$ cat config.mk
export PLATFORM = sky130hd
export DESIGN_NAME = control_pipe
export DESIGN_NICKNAME = d
export VERILOG_FILES = /design/src/rtl/control_pipe.sv
export SDC_FILE = /design/constraint.sdc
export NUM_CORES = 1
export LEC_CHECK = 0
export CORE_ASPECT_RATIO = 0.8
export CORE_MARGIN = 10
export CORE_UTILIZATION = 48
export CTS_CLUSTER_SIZE = 20
export DETAILED_ROUTE_END_ITERATION = 7
export GPL_ROUTABILITY_DRIVEN = 0
export GPL_TIMING_DRIVEN = 1
export MAX_ROUTING_LAYER = met4
export PLACE_DENSITY = 0.84
export SETUP_SLACK_MARGIN = 0.2
export SLEW_MARGIN = 20
export SYNTH_ARGS = -nofsm -noshare
export SYNTH_HDL_FRONTEND = slang
export SYNTH_SLANG_ARGS = --single-unit
export TNS_END_PERCENT = 10
$ cat constraint.sdc
create_clock -name clk -period 2.65 [get_ports clk]
set_input_delay 0.53 -clock clk [delete_from_list [all_inputs] [get_ports clk]]
set_output_delay 0.53 -clock clk [all_outputs]
set_load 0.02 [all_outputs]
$ cat src/rtl/control_pipe.sv
// control_pipe: carries the decoded control word from Decode through the
// Execute, Memory and Writeback registers. It resolves the branch/jump
// redirect (PCSrcE) in Execute and counts retired instructions.
// Optional feature macro: CTRL_PIPE_FULL_BRANCH_EN
//   defined   -> all six RISC-V branch conditions are decoded from funct3
//   undefined -> beq only (taken = ZeroE); Funct3D, LtE and LtuE are unused
module control_pipe (
    input  logic        clk,
    input  logic        reset_n,
    input  logic        FlushE,
    input  logic        ValidD,
    input  logic        RegWriteD,
    input  logic        MemWriteD,
    input  logic        JumpD,
    input  logic        BranchD,
    input  logic        ALUSrcD,
    input  logic [1:0]  ResultSrcD,
    input  logic [2:0]  ALUControlD,
    input  logic [2:0]  Funct3D,
    input  logic        ZeroE,
    input  logic        LtE,
    input  logic        LtuE,
    output logic        RegWriteE,
    output logic        MemWriteE,
    output logic        JumpE,
    output logic        BranchE,
    output logic        ALUSrcE,
    output logic [1:0]  ResultSrcE,
    output logic [2:0]  ALUControlE,
    output logic        PCSrcE,
    output logic        RegWriteM,
    output logic        MemWriteM,
    output logic [1:0]  ResultSrcM,
    output logic        RegWriteW,
    output logic [1:0]  ResultSrcW,
    output logic [31:0] RetireCount
);

    // Decode -> Execute bank
    logic        valid_e_q, valid_e_d;
    logic        reg_write_e_q, reg_write_e_d;
    logic        mem_write_e_q, mem_write_e_d;
    logic        jump_e_q, jump_e_d;
    logic        branch_e_q, branch_e_d;
    logic        alu_src_e_q, alu_src_e_d;
    logic [1:0]  result_src_e_q, result_src_e_d;
    logic [2:0]  alu_control_e_q, alu_control_e_d;
`ifdef CTRL_PIPE_FULL_BRANCH_EN
    logic [2:0]  funct3_e_q, funct3_e_d;
`endif

    // Execute -> Memory bank
    logic        valid_m_q;
    logic        reg_write_m_q;
    logic        mem_write_m_q;
    logic [1:0]  result_src_m_q;

    // Memory -> Writeback bank
    logic        valid_w_q;
    logic        reg_write_w_q;
    logic [1:0]  result_src_w_q;

    logic [31:0] retire_cnt_q, retire_cnt_d;
    logic        taken_s;

    // Next D->E contents: a flush overrides Decode and loads an all-zero bubble
    always_comb begin
        valid_e_d       = 1'b0;
        reg_write_e_d   = 1'b0;
        mem_write_e_d   = 1'b0;
        jump_e_d        = 1'b0;
        branch_e_d      = 1'b0;
        alu_src_e_d     = 1'b0;
        result_src_e_d  = 2'b00;
        alu_control_e_d = 3'b000;
`ifdef CTRL_PIPE_FULL_BRANCH_EN
        funct3_e_d      = 3'b000;
`endif
        if (FlushE) begin
            valid_e_d = 1'b0;
        end else begin
            valid_e_d       = ValidD;
            reg_write_e_d   = RegWriteD;
            mem_write_e_d   = MemWriteD;
            jump_e_d        = JumpD;
            branch_e_d      = BranchD;
            alu_src_e_d     = ALUSrcD;
            result_src_e_d  = ResultSrcD;
            alu_control_e_d = ALUControlD;
`ifdef CTRL_PIPE_FULL_BRANCH_EN
            funct3_e_d      = Funct3D;
`endif
        end
    end

    // Retire counter advances once per valid instruction leaving Writeback, wrapping at 2^32
    always_comb begin
        retire_cnt_d = retire_cnt_q;
        if (valid_w_q) begin
            retire_cnt_d = retire_cnt_q + 32'd1;
        end else begin
            retire_cnt_d = retire_cnt_q;
        end
    end

    // All pipeline banks and the counter; no stall path, every bank advances each edge
    always_ff @(posedge clk or negedge reset_n) begin
        if (!reset_n) begin
            valid_e_q       <= 1'b0;
            reg_write_e_q   <= 1'b0;
            mem_write_e_q   <= 1'b0;
            jump_e_q        <= 1'b0;
            branch_e_q      <= 1'b0;
            alu_src_e_q     <= 1'b0;
            result_src_e_q  <= 2'b00;
            alu_control_e_q <= 3'b000;
`ifdef CTRL_PIPE_FULL_BRANCH_EN
            funct3_e_q      <= 3'b000;
`endif
            valid_m_q       <= 1'b0;
            reg_write_m_q   <= 1'b0;
            mem_write_m_q   <= 1'b0;
            result_src_m_q  <= 2'b00;
            valid_w_q       <= 1'b0;
            reg_write_w_q   <= 1'b0;
            result_src_w_q  <= 2'b00;
            retire_cnt_q    <= 32'd0;
        end else begin
            valid_e_q       <= valid_e_d;
            reg_write_e_q   <= reg_write_e_d;
            mem_write_e_q   <= mem_write_e_d;
            jump_e_q        <= jump_e_d;
            branch_e_q      <= branch_e_d;
            alu_src_e_q     <= alu_src_e_d;
            result_src_e_q  <= result_src_e_d;
            alu_control_e_q <= alu_control_e_d;
`ifdef CTRL_PIPE_FULL_BRANCH_EN
            funct3_e_q      <= funct3_e_d;
`endif
            valid_m_q       <= valid_e_q;
            reg_write_m_q   <= reg_write_e_q;
            mem_write_m_q   <= mem_write_e_q;
            result_src_m_q  <= result_src_e_q;
            valid_w_q       <= valid_m_q;
            reg_write_w_q   <= reg_write_m_q;
            result_src_w_q  <= result_src_m_q;
            retire_cnt_q    <= retire_cnt_d;
        end
    end

`ifdef CTRL_PIPE_FULL_BRANCH_EN
    // Branch condition decoded from the registered funct3 and the live ALU flags
    always_comb begin
        taken_s = 1'b0;
        case (funct3_e_q)
            3'b000:  taken_s = ZeroE;
            3'b001:  taken_s = ~ZeroE;
            3'b100:  taken_s = LtE;
            3'b101:  taken_s = ~LtE;
            3'b110:  taken_s = LtuE;
            3'b111:  taken_s = ~LtuE;
            default: taken_s = 1'b0;
        endcase
    end
`else
    // beq-only core: equality flag alone decides the branch
    always_comb begin
        taken_s = ZeroE;
    end

    // funct3 and ordering flags have no consumer in the beq-only build
    logic unused_s;
    assign unused_s = ^{Funct3D, LtE, LtuE};
`endif

    // Redirect is combinational so it lands in the same cycle as the ALU flags
    assign PCSrcE      = jump_e_q | (branch_e_q & taken_s);

    assign RegWriteE   = reg_write_e_q;
    assign MemWriteE   = mem_write_e_q;
    assign JumpE       = jump_e_q;
    assign BranchE     = branch_e_q;
    assign ALUSrcE     = alu_src_e_q;
    assign ResultSrcE  = result_src_e_q;
    assign ALUControlE = alu_control_e_q;
    assign RegWriteM   = reg_write_m_q;
    assign MemWriteM   = mem_write_m_q;
    assign ResultSrcM  = result_src_m_q;
    assign RegWriteW   = reg_write_w_q;
    assign ResultSrcW  = result_src_w_q;
    assign RetireCount = retire_cnt_q;

endmodule

==> metrics.txt <==
Slew Limit Fails=0; gr ovfl total=0; synthesized net count=188; Synth cell types=22; Setup CP Type=in2out; DRC errors left=0; via count=1487; vias per inst=5.02; H-tree Lvls=2; post-synthesis cell count=167; switching share of power=27.3%; CP Data Required Time=2120 ps; first-pass GRT wire length=8020 um; post-CTS setup buffer count=0; Layout Area Growth over Synthesis=39.9%; Die Span Y=78.6 um; Critical Path Source Type=primary input; Starting Density=49.6%; Max Freq=450 MHz; Seq pwr share=52.4%; cell accounting for the most synthesized area=dfrtp_1; Hold Fails Final Rpt=0; clk buf depth=2; CTS tree=done; maximum vdd ir drop=0.425 mV; Final nets=259; critical path capture point type=output port; sequential share of the synthesized area=63.2%; RSZ-0062 raised after global routing=no; final WL=4770 um; Antenna Nets Post-Route=0; Site Rows=21; synthesized cell area=2060 um^2; clk root buf=clkbuf_8; Synth top area share=63.2%; Slew HR=64.6%; worst slew pin tran=531 ps; worst min path class=in2async; NetSw=485 uW; leakage power=1.26 nW; Worst Path Max Fanout=1; 1st-pass router iterations=4; largest net degree at the start of global routing=26; antenna violations before repair=0; layout cell share with drive strength beyond 1=6.28%; yosys warns=0; Pwr per Cell Area=616 nW/um^2; status=complete, no violations; Worst Path Arrival=1690 ps; vias in the first global route=1578; Cell Int Power=1.29 mW; clock sink count=52; routed len/inst=16.1 um; Layout Skew=11.0 ps; Mapped Avg Cell Area=12.3 um^2; Final Critical Period=2220 ps; DPL Wire Length=3660 um; WHS=186 ps; Clk pwr share=30.2%; input/output buffers=64; Reg area=1300 um^2; Final period util=83.9%; num ports=70; synthesized flop and latch total=52; Setup-failing EPs final=0; GR Util All Layers=14.2%; antenna cells=0; post-CTS resize count=0; DIE WIDTH=93.2 um; Starting DRT DRC Count=63; fillers=327; number of CTS-inserted buffers=5; hold-fix buffers at CTS=0; area of the multi-input gates=733 um^2; Core Footprint=4150 um^2; Reg clk slew, reported paths=90 ps; Clk Latency, worst-skew pair=310 ps; Logic pwr share=17.4%; Setup TNS=0 ps; number of max-cap violations=0; die area=7320 um^2; largest cells by area after synthesis=dfrtp_1, xnor2_1, nand4_1
-- cells in the mapped netlist --
master / instances
xnor2_1: 21
and3_1: 4
nand2_1: 9
and4_1: 1
nor3_2: 2
nor4_4: 1
nand4_1: 14
nand3_1: 14
clkbuf_1: 1
a21o_1: 1
dfrtp_1: 52
nand4_2: 1
nor2_1: 10
buf_2: 1
nor4_1: 1
ha_1: 1
and2_1: 3
xor2_1: 10
nor2b_1: 11
mux2_2: 1
nor3_1: 4
inv_1: 4
-- final timing paths --
path                            cells past startpoint            from               to  slack [ps]
max in group asynchronous                           2         reset_n   ALUControlE[0]        1850
worst max-delay path                                3           ZeroE           PCSrcE         430
worst max register to register                      5  RetireCount[0]  RetireCount[30]         830
worst min register to register                      0       valid_m_q        valid_w_q         360
min in group clk                                    0       valid_m_q        valid_w_q         360
worst min-delay path                                1         reset_n  RetireCount[12]         190
-- metal layers --
metal / up-vias / part of all wire [%] / global-route usage (%)
met2: 49 / 45 / 21.1
met3: 7 / 6.6 / 5.51
met1: 724 / 47 / 17.6
met5: - / 0 / -
met4: 0 / 1.0 / 3.69
li1: 707 / - / -
-- power by group through the flow --
stage / Clock (mW) / Combinational [mW] / Sequential (mW)
final: 0.535 / 0.309 / 0.929
after global routing: 0.575 / 0.336 / 0.938
after CTS: 0.544 / 0.317 / 0.928
after detailed placement: 0 / 0.318 / 0.943
after global placement: 0 / 0.311 / 0.939
after floorplan: 0 / 0.0762 / 0.999
-- through the flow --
stage                     power (mW)  instances  util (%)  area, um^2  setup WS [ps]
after floorplan                 1.07        167         -        2060           1000
after global routing            1.85        296      69.3        2880            375
after detailed placement        1.26        288      66.8        2770            414
after global placement          1.25        288      66.8        2770            440
final                           1.77        296      69.3        2880            427
after CTS                       1.79        296      69.3        2880            412
-- area by class of cell --
cell class                 count  share of cell area [%]
multi-input combinational    109                    25.5
inverter                       4                   0.522
timing repair buffer          66                    22.6
clock buffer                   6                    2.52
clock inverter                 2                    1.22
tap                           57                    2.48
sequential                    52                    45.2
-- worst max-delay path: stages --
cell and delay (ps):
clkdlybuf4s50_1 450, a21o_1 100, clkdlybuf4s50_1 600
-- flip-flops by register name (all words and copies together) (netlist names) --
register,flops
ResultSrcE,2
ALUSrcE,1
RegWriteE,1
ResultSrcW,2
MemWriteE,1
BranchE,1
ResultSrcM,2
valid_e_q,1
ALUControlE,3
JumpE,1
MemWriteM,1
valid_m_q,1
valid_w_q,1
RegWriteM,1
RetireCount,32
RegWriteW,1
-- kinds of logic (layout without fill, tap and decap cells) --
group,Yosys count,count (layout),share of synthesized area [%]
compound gates,1,1,0.365
simple gates,75,75,20.9
xor+xnor,31,31,13.2
fa+ha+maj,1,1,0.608
buf+inv,6,78,1.15
flops,52,52,63.2
mux,1,1,0.547
-- cell usage in the layout, fill, tap and decap left out, types with 2 or more instances in the layout --
cell             count
nor2_1              10
clkdlybuf4s50_1     63
xnor2_1             21
and2_1               3
inv_1                4
nand2_1              9
and3_1               4
clkbuf_8             5
nand3_1             14
nand4_1             14
dfrtp_1             52
xor2_1              10
buf_4                2
nor2b_1             11
nor3_1               4
nor3_2               2
(Power assumes the default switching activity.)
